`src/rtl/atm_pkg.sv`:
```
// Shared encodings for the ATM keypad front end: menu opcodes, key codes,
// entry FSM states, per-field digit maxima and language values.
package atm_pkg;

    typedef enum logic [2:0] {
        WAITING               = 3'd0,
        MENU                  = 3'd2,
        BALANCE               = 3'd3,
        WITHDRAW              = 3'd4,
        WITHDRAW_SHOW_BALANCE = 3'd5,
        TRANSACTION           = 3'd6,
        DEPOSIT               = 3'd7
    } menu_op_e;

    typedef enum logic [3:0] {
        KEY_ENTER  = 4'hA,
        KEY_CLEAR  = 4'hB,
        KEY_CANCEL = 4'hC,
        KEY_LANG   = 4'hD
    } key_code_e;

    typedef enum logic [2:0] {
        ST_ACC    = 3'd0,
        ST_PIN    = 3'd1,
        ST_MENU   = 3'd2,
        ST_DEST   = 3'd3,
        ST_AMOUNT = 3'd4,
        ST_ISSUE  = 3'd5
    } entry_st_e;

    localparam logic [11:0] MAX_ACC    = 12'd4095;
    localparam logic [11:0] MAX_PIN    = 12'd15;
    localparam logic [11:0] MAX_MENU   = 12'd7;
    localparam logic [11:0] MAX_DEST   = 12'd4095;
    localparam logic [11:0] MAX_AMOUNT = 12'd2047;

    localparam logic LANG_EN = 1'b0;
    localparam logic LANG_AR = 1'b1;

    // Decimal shift-in, kept 16 bits wide so overflow past a field maximum is visible.
    function automatic logic [15:0] shift_in_digit(input logic [11:0] acc, input logic [3:0] d);
        return ({4'h0, acc} * 16'd10) + {12'h000, d};
    endfunction

endpackage

```
`src/rtl/atm_keypad_entry_if.sv`:
```
// Key-event input and registered ATM-facing outputs of the keypad front end.
interface atm_keypad_entry_if;

    logic        key_valid;
    logic [3:0]  key_code;
    logic        lang;
    logic [11:0] accNumber;
    logic [3:0]  pin;
    logic [11:0] destinationAccNumber;
    logic [2:0]  menuOption;
    logic [10:0] amount;
    logic [2:0]  entry_state;
    logic        key_err;
    logic        timeout;

    modport master (
        output key_valid, key_code,
        input  lang, accNumber, pin, destinationAccNumber, menuOption,
               amount, entry_state, key_err, timeout
    );

    modport slave (
        input  key_valid, key_code,
        output lang, accNumber, pin, destinationAccNumber, menuOption,
               amount, entry_state, key_err, timeout
    );

endinterface

```
`src/rtl/atm_digit_accum.sv`:
```
// Decimal digit accumulator shared by every entry field; the field limit is
// supplied at runtime so one instance serves all states.
module atm_digit_accum
    import atm_pkg::*;
(
    input  logic        clk,
    input  logic        rst,
    input  logic        clear,
    input  logic        digit_valid,
    input  logic [3:0]  digit,
    input  logic [11:0] max,
    output logic [11:0] value,
    output logic [2:0]  count,
    output logic        reject
);

    logic [15:0] shifted;

    always_comb begin
        shifted = shift_in_digit(value, digit);
        reject  = digit_valid && !clear && (shifted > {4'h0, max});
    end

    // Count saturates so long runs of leading zeros never wrap back to "empty".
    always_ff @(posedge clk or posedge rst) begin
        if (rst) begin
            value <= '0;
            count <= '0;
        end else if (clear) begin
            value <= '0;
            count <= '0;
        end else if (digit_valid && !reject) begin
            value <= shifted[11:0];
            if (count != '1)
                count <= count + 3'd1;
        end
    end

endmodule

```
`src/rtl/atm_keypad_entry.sv`:
```
// Keypad entry FSM: turns key events into committed ATM fields and a
// one-cycle menuOption strobe, with an inactivity timeout.
module atm_keypad_entry
    import atm_pkg::*;
#(
    parameter int unsigned TIMEOUT_CYCLES = 100
)
(
    input logic               clk,
    input logic               rst,
    atm_keypad_entry_if.slave bus
);

    localparam int unsigned TW = (TIMEOUT_CYCLES > 1) ? $clog2(TIMEOUT_CYCLES) : 1;

    entry_st_e   state;
    logic [TW-1:0] timer;
    logic        lang_q;
    logic [11:0] acc_number_q;
    logic [3:0]  pin_q;
    logic [11:0] dest_q;
    logic [10:0] amount_q;
    logic [2:0]  menu_opt_q;
    logic [2:0]  op_q;
    logic        key_err_q;
    logic        timeout_q;

    logic [11:0] acc_value;
    logic [2:0]  acc_count;
    logic        acc_reject;
    logic [11:0] field_max;
    logic        key_act, is_digit, is_enter, is_clear, is_cancel, is_lang, is_illegal;
    logic        timer_run, expire, acc_clear, acc_digit;

    always_comb begin
        key_act    = bus.key_valid && (state != ST_ISSUE);
        is_digit   = bus.key_code <= 4'd9;
        is_enter   = bus.key_code == KEY_ENTER;
        is_clear   = bus.key_code == KEY_CLEAR;
        is_cancel  = bus.key_code == KEY_CANCEL;
        is_lang    = bus.key_code == KEY_LANG;
        is_illegal = bus.key_code >= 4'hE;

        field_max = '0;
        case (state)
            ST_ACC:    field_max = MAX_ACC;
            ST_PIN:    field_max = MAX_PIN;
            ST_MENU:   field_max = MAX_MENU;
            ST_DEST:   field_max = MAX_DEST;
            ST_AMOUNT: field_max = MAX_AMOUNT;
            default:   field_max = '0;
        endcase

        timer_run = (state != ST_ACC) || (acc_count != '0);
        expire    = !bus.key_valid && (state != ST_ISSUE) && timer_run &&
                    (timer == TW'(TIMEOUT_CYCLES - 1));
        acc_digit = key_act && is_digit;
        // Any ENTER with digits empties the accumulator, whether accepted or a rejected menu code.
        acc_clear = expire ||
                    (key_act && (is_clear || is_cancel || (is_enter && acc_count != '0)));
    end

    atm_digit_accum u_accum (
        .clk         (clk),
        .rst         (rst),
        .clear       (acc_clear),
        .digit_valid (acc_digit),
        .digit       (bus.key_code),
        .max         (field_max),
        .value       (acc_value),
        .count       (acc_count),
        .reject      (acc_reject)
    );

    always_ff @(posedge clk or posedge rst) begin
        if (rst) begin
            state        <= ST_ACC;
            timer        <= '0;
            lang_q       <= LANG_EN;
            acc_number_q <= '0;
            pin_q        <= '0;
            dest_q       <= '0;
            amount_q     <= '0;
            menu_opt_q   <= WAITING;
            op_q         <= WAITING;
            key_err_q    <= 1'b0;
            timeout_q    <= 1'b0;
        end else begin
            key_err_q <= 1'b0;
            timeout_q <= 1'b0;

            if (bus.key_valid)
                timer <= '0;
            else if (state == ST_ISSUE)
                timer <= timer;
            else if (expire || !timer_run)
                timer <= '0;
            else
                timer <= timer + TW'(1);

            if (state == ST_ISSUE) begin
                state      <= ST_MENU;
                menu_opt_q <= WAITING;
            end else if (expire || (bus.key_valid && is_cancel)) begin
                state        <= ST_ACC;
                acc_number_q <= '0;
                pin_q        <= '0;
                dest_q       <= '0;
                amount_q     <= '0;
                menu_opt_q   <= WAITING;
                op_q         <= WAITING;
                timeout_q    <= expire;
            end else if (bus.key_valid) begin
                if (is_digit) begin
                    key_err_q <= acc_reject;
                end else if (is_enter) begin
                    if (acc_count == '0) begin
                        key_err_q <= 1'b1;
                    end else begin
                        case (state)
                            ST_ACC: begin
                                acc_number_q <= acc_value;
                                state        <= ST_PIN;
                            end
                            ST_PIN: begin
                                pin_q <= acc_value[3:0];
                                state <= ST_MENU;
                            end
                            ST_MENU: begin
                                op_q <= acc_value[2:0];
                                case (acc_value[2:0])
                                    BALANCE: begin
                                        state      <= ST_ISSUE;
                                        menu_opt_q <= BALANCE;
                                    end
                                    WITHDRAW, WITHDRAW_SHOW_BALANCE, DEPOSIT:
                                        state <= ST_AMOUNT;
                                    TRANSACTION:
                                        state <= ST_DEST;
                                    default:
                                        key_err_q <= 1'b1;
                                endcase
                            end
                            ST_DEST: begin
                                dest_q <= acc_value;
                                state  <= ST_AMOUNT;
                            end
                            ST_AMOUNT: begin
                                amount_q   <= acc_value[10:0];
                                state      <= ST_ISSUE;
                                menu_opt_q <= op_q;
                            end
                            default: state <= ST_ACC;
                        endcase
                    end
                end else if (is_lang) begin
                    lang_q <= ~lang_q;
                end else if (is_illegal) begin
                    key_err_q <= 1'b1;
                end
            end
        end
    end

    assign bus.entry_state          = state;
    assign bus.lang                 = lang_q;
    assign bus.accNumber            = acc_number_q;
    assign bus.pin                  = pin_q;
    assign bus.destinationAccNumber = dest_q;
    assign bus.amount               = amount_q;
    assign bus.menuOption           = menu_opt_q;
    assign bus.key_err              = key_err_q;
    assign bus.timeout              = timeout_q;

endmodule
```
`src/flat_wrapper.sv`:
```
// flat-port wrapper written by rule: the top's interface ports become plain ports
module atm_keypad_entry_flat import atm_pkg::*;
#(
    parameter int unsigned TIMEOUT_CYCLES = 100
)
  (clk, rst, bus_key_valid, bus_key_code, bus_lang, bus_accNumber, bus_pin, bus_destinationAccNumber, bus_menuOption, bus_amount, bus_entry_state, bus_key_err, bus_timeout);
  atm_keypad_entry_if bus_i ();
  input logic clk;
  input logic rst;
  input wire logic [$bits(bus_i.key_valid)-1:0] bus_key_valid;
  input wire logic [$bits(bus_i.key_code)-1:0] bus_key_code;
  output wire logic [$bits(bus_i.lang)-1:0] bus_lang;
  output wire logic [$bits(bus_i.accNumber)-1:0] bus_accNumber;
  output wire logic [$bits(bus_i.pin)-1:0] bus_pin;
  output wire logic [$bits(bus_i.destinationAccNumber)-1:0] bus_destinationAccNumber;
  output wire logic [$bits(bus_i.menuOption)-1:0] bus_menuOption;
  output wire logic [$bits(bus_i.amount)-1:0] bus_amount;
  output wire logic [$bits(bus_i.entry_state)-1:0] bus_entry_state;
  output wire logic [$bits(bus_i.key_err)-1:0] bus_key_err;
  output wire logic [$bits(bus_i.timeout)-1:0] bus_timeout;
  assign bus_i.key_valid = bus_key_valid;
  assign bus_i.key_code = bus_key_code;
  assign bus_lang = bus_i.lang;
  assign bus_accNumber = bus_i.accNumber;
  assign bus_pin = bus_i.pin;
  assign bus_destinationAccNumber = bus_i.destinationAccNumber;
  assign bus_menuOption = bus_i.menuOption;
  assign bus_amount = bus_i.amount;
  assign bus_entry_state = bus_i.entry_state;
  assign bus_key_err = bus_i.key_err;
  assign bus_timeout = bus_i.timeout;
  atm_keypad_entry #(.TIMEOUT_CYCLES(TIMEOUT_CYCLES)) u_core (.clk(clk), .rst(rst), .bus(bus_i));
endmodule
```
`config.mk`:
```
export PLATFORM = sky130hd
export DESIGN_NAME = atm_keypad_entry_flat
export DESIGN_NICKNAME = d
export VERILOG_FILES = /design/src/rtl/atm_pkg.sv /design/src/rtl/atm_keypad_entry_if.sv /design/src/rtl/atm_digit_accum.sv /design/src/rtl/atm_keypad_entry.sv /design/src/flat_wrapper.sv
export SDC_FILE = /design/constraint.sdc
export NUM_CORES = 1
export LEC_CHECK = 0
export ABC_AREA = 1
export CAP_MARGIN = 15
export CORE_MARGIN = 2
export CORE_UTILIZATION = 55
export CTS_CLUSTER_DIAMETER = 100
export CTS_CLUSTER_SIZE = 20
export DETAILED_ROUTE_END_ITERATION = 10
export PLACE_DENSITY_LB_ADDON = 0.08
export SLEW_MARGIN = 20
export SYNTH_ARGS = -nofsm -noshare
export SYNTH_HDL_FRONTEND = slang
export SYNTH_SLANG_ARGS = --single-unit
```
`constraint.sdc`:
```
create_clock -name clk -period 7.9 [get_ports clk]
set_clock_uncertainty 0.05 [all_clocks]
set_input_delay 1.185 -clock clk [delete_from_list [all_inputs] [get_ports clk]]
set_output_delay 1.185 -clock clk [all_outputs]
set_load 0.05 [all_outputs]
```
### Yosys cells after proc, flatten, opt, wreduce, memory -nomap -nowiden

Cells that the tools add are included.
Widths: inputs -> output; s select.

| operators by class | value |
|---|---|
| add/sub/neg operators | 3 |
| multiply operators | 1 |
| magnitude comparators | 3 |
| equal/unequal tests | 24 |
| muxes and demuxes | 67 |
| bitwise logic cells | 5 |
| reductions and logical operators | 49 |

Operators by type and width:

| kind | number |
|---|---|
| $mux 12 | 14 |
| $mux 11 | 6 |
| $mux 3 | 22 |
| $pmux 12 s4 | 1 |
| $reduce_and 6->1 | 7 |
| $mux 4 | 6 |
| $mux 7 | 3 |
| $eq 3x3->1 const B | 6 |
| $reduce_bool 2->1 | 9 |
| $add 16x4->16 | 1 |
| $eq 4x4->1 const B | 4 |
| $gt 16x12->1 | 1 |
| $mul 12x3->15 const B | 1 |
| $pmux 3 s5 | 1 |
| $mux 1 | 12 |
| $reduce_bool 3->1 | 4 |
| $logic_and 1x1->1 | 11 |
| $eq 3x2->1 const B | 3 |
| $ne 3x3->1 const B | 3 |
| $pmux 3 s3 | 1 |
| $add 7x1->7 const B | 1 |
| $eq 7x7->1 const B | 1 |
| $logic_not 3->1 | 2 |
| $logic_or 1x1->1 | 6 |
| 18 further kinds | 26 |

| word-level totals | value |
|---|---|
| register bits after elaboration | 73 |
| input bits | 7 |

### Logic depth before layout (Yosys ltp)

| depth | value |
|---|---|
| word-level depth | 12 |
| mapped depth | 24 |
| mapped depth without buffers | 24 |

### By module

A second synthesis with hierarchy kept.

| second synthesis, totals | value |
|---|---|
| cell total of the unflattened synthesis | 669 |
| area, all modules | 5033.6 sq um |

By module, submodules not included:

| module | instances | cells an instance | area an instance (sq um) |
|---|---|---|---|
| atm_keypad_entry | 1 | 381 | 3064.2 |
| atm_digit_accum | 1 | 288 | 1969.4 |

### Worst setup path before layout

No wires, ideal clock.

| timing path | value |
|---|---|
| kind | input-to-reg |
| start point | input port bus_key_code[1] |
| end point | register u_core.u_accum.value[4] |
| setup time | 129 ps |
| data arrival time | 3909 ps |
| slack | 3812 ps |
| stages on the path | 21 |
| path buffers | 1 |
| cells stage by stage | ha_1 fa_1 nand2_1 a21boi_0 nand3_1 nor2_1 nand2_1 nor2_1 xor2_1 inv_1 ha_1 nand2_1 nor2_1 a211oi_1 o21a_1 nor2_1 nor2_8 nand2_8 nand2_4 buf_12 o22ai_2 |

| on the way | value |
|---|---|
| cells in the longest elaborated chain, start to end | 11 |

RTL lines:

| what | RTL line | text |
|---|---|---|
| start, declared | flat_wrapper.sv:11 | `input wire logic [$bits(bus_i.key_code)-1:0] bus_key_code;` |
| parallel branches: the longest is 11 deep, another holds $add 16x4->16 | n/a |  |
| end signal, assigned | atm_digit_accum.sv:33 | `value <= shifted[11:0];` |
| end, declared | atm_digit_accum.sv:12 | `output logic [11:0] value,` |

Several ways; the timed one is not identified. The select of a mux whose other input is x is not followed.
A chain may end at the register's enable or synchronous reset.

### Worst setup path in the final report

| timing path | value |
|---|---|
| start point | input port bus_key_code[1] |
| end point | register u_core.u_accum.value[1] |

The elaborated chain is that of the path after synthesis.

==> flow_summary.yaml <==
layout:
  drive_gt1_share_pct: 8.480
  nFillCells: 704
  seq_area_sq_um: 1827
  stdcell_area_sq_um: 5388
  area_growth_pct: 17.59
  diodes: 0
  nets: 668
  multiInputGateArea_sq_um: 2395
placement:
  dpl.hpwl_um: 7730
  routabilityCongestion: 0.8914
  io_buffers: 54
  placed_area_sq_um: 5204
clocking:
  cts_tree: "yes"
  clkLatencyLatePin_ps: 350
  cts_max_path_buffers: 2
  cts_buffers: 9
  cts_resized: 0
  clock_sinks: 73
  h-tree-depth: 3
  holdBufCountCts: 0
  clkTransAtPathRegs_ps: 80
  cts_setup_buffers: 0
  clockRootBuffer: "clkbuf_8"
critical_path:
  crit_type: "in -> reg"
  crit_path_end_kind: "flip-flop"
  worstPathMaxFanout: 12
  path_cells: "clkdlybuf4s50_1, ha_1, fa_1, nand2_1, a21boi_0, nand3_1, nor2_1, nand2_1, nor2_1, xor2_1, inv_1, ha_1, nand4_1, nor4_1, nor2_1, nor2_8, nand2_8, nand2_4, o21ai_0"
  cp_slowest_cell: "clkdlybuf4s50_1"
  startpoint_type: "input port"
  crit_path_frequent_cell: "nor2_1"
  required_ps: 8080
  slowest_delay_ps: 530
  worstPathArrival_ps: 4850
job:
  maxCapViolCount: 0
logic_synthesis:
  yosysTopAreaCell: "dfrtp_1"
  synth_top_area_share_pct: 39.87
  synth_edf_count: 0
  ys_seq_elements: 73
  async_flop_share_pct: 100.0
  yosysMostFrequentCell: "nand2_1"
  syn_inst: 562
  yosysSeqAreaShare_pct: 39.87
  synth_fp_nets: 610
  ys_warn_count: 0
  synthFlopType: "dfrtp_1"
  syn_area_sq_um: 4582
  synthTopCellsByArea: "dfrtp_1 (40%), ha_1 (11%), nand2_1 (10%)"
  syn-mean-instance-area_sq_um: 8.153
  synth_commonest_cells: "nand2_1 (124), inv_1 (76), dfrtp_1 (73)"
  ys_types: 42
sta:
  min_period_over_period_pct: 59.12
  setup_viol: 0
  hold_violations: 0
  fin_setup_tns_ps: 0
  finalCriticalPeriod_ps: 4671
  worst_pin_slew_ps: 916.1
  maxSlewHeadroom_pct: 38.92
  rsz0062_at_grt: "false"
  maxSlewViolCount: 0
  max_clock_freq_ghz: 0.2141
floorplan:
  fp-row-count: 33
  dieArea_sq_um: 9076
  core_sq_um: 8134
  dieWidth_um: 95.27
  top_level_ports: 55
  initial_utilization_pct: 56.33
  die_y_um: 95.27
route:
  ant_nets: 0
  wl_per_cell_um: 14.01
  drc_errors: 0
  wl_um: 10220
  drt_iter0_markers: 186
  drtPass1Iterations: 4
  viasPerCell: 5.367
  dr_total_vias: 3918
global_routing:
  grt_max_degree: 74
  grt_pass1_wl_um: 17660
  grt_antenna_before_repair: 0
  grt-ovfl-total: 0
  track_usage_pct: 24.65
  grt_pass1_vias: 3884
min_path:
  hold_path.class: "reg -> reg"
power:
  p_leak_uw: 0.002607
  vdd_drop_max_uv: 164.4
  p_per_area_nw_per_um2: 386.7
  p_total_uw: 2084
outcome:
  status: "complete, no violations"
cell usage in the layout (no fill, tap or decap), types with 5 or more instances in the layout:
master and count:
a21oi_1 19, clkbuf_8 9, clkdlybuf4s50_1 54, dfrtp_1 73, ha_1 39, inv_1 75
nand2_1 124, nand3_1 34, nand4_1 9, nor2_1 46, o21ai_0 40, o21ai_1 26
o22ai_1 5, o22ai_2 9, xor2_1 9
per-layer routing:
| layer | wire [um] | part of all wire, % | up-vias | track usage, % |
|---|---|---|---|---|
| met1 | 4714 | 46 | 1864 | 33.16 |
| li1 | - | - | 1963 | - |
| met2 | 4925 | 48 | 85 | 41.14 |
| met3 | 503 | 4.9 | 6 | 5.059 |
| met5 | 0 | 0 | - | 0 |
| met4 | 80 | 0.78 | 0 | 5.435 |
critical path, delay by kind of cell:
kind | cells | cell delay, ps
compound gates | 2 | 390
buf+inv | 2 | 610
fa+ha+maj | 3 | 740
simple gates | 11 | 1680
xor+xnor | 1 | 240
worst paths after layout:
kind / end / slack [ps] / startpoint / cells after the start
max: u_core.u_accum.value[1] / 3230 / bus_key_code[1] / 19
min: u_core.bus.lang / 430 / u_core.bus.lang / 1
max reg2reg: u_core.u_accum.value[1] / 3650 / u_core.u_accum.value[1] / 18
min reg2reg: u_core.bus.lang / 430 / u_core.bus.lang / 1
max in group asynchronous: u_core.u_accum.value[9] / 5830 / rst / 3
min in group asynchronous: u_core.timer[3] / 1390 / rst / 3
metrics by stage:
| step | setup slack, ps | hold WS, ps | cells | utilization, % |
|---|---|---|---|---|
| floorplan | 3812 | 397.9 | 562 | - |
| global placement | 3015 | 410.3 | 714 | 63.97 |
| detailed placement | 2902 | 421.5 | 714 | 63.97 |
| CTS | 3257 | 433.5 | 730 | 66.24 |
| global route | 2857 | 452.4 | 730 | 66.24 |
| finish | 3229 | 427.5 | 730 | 66.24 |
flip-flops by register name (all words and copies together) (netlist names):
| register | flops |
|---|---|
| u_core.bus.amount | 11 |
| u_core.bus.key_err | 1 |
| u_core.u_accum.count | 3 |
| u_core.bus.accNumber | 12 |
| u_core.bus.timeout | 1 |
| u_core.bus.entry_state | 3 |
| u_core.u_accum.value | 12 |
| u_core.timer | 7 |
| u_core.bus.lang | 1 |
| u_core.bus.destinationAccNumber | 12 |
| u_core.bus.menuOption | 3 |
| u_core.bus.pin | 4 |
| u_core.op_q | 3 |
layout make-up:
type                            instances  share of cell area (%)
Timing Repair Buffer                   55                   10.17
Multi-Input combinational cell        401                   44.45
Tap cell                              105                   2.438
Clock inverter                          7                   1.115
Clock buffer                            9                   2.299
Sequential cell                        73                   33.91
Inverter                               80                   5.620
cells by family (layout without fill, tap and decap cells):
kind of cell             Yosys count  in the layout  share of synthesized area, %
buffers and inverters             88            151                         7.864
XOR/XNOR                          13             13                         2.649
AND/OR/NAND/NOR                  235            235                         23.43
flip-flops                        73             73                         39.87
adder cells (fa/ha/maj)           41             41                         11.52
AO/OA/AOI/OAI                    112            112                         14.66
where the power goes:
part	internal [uW]	switching, uW
registers	473	82.7
logic	430	822
clock network	119	157
Power figures use the tool's default switching activity.
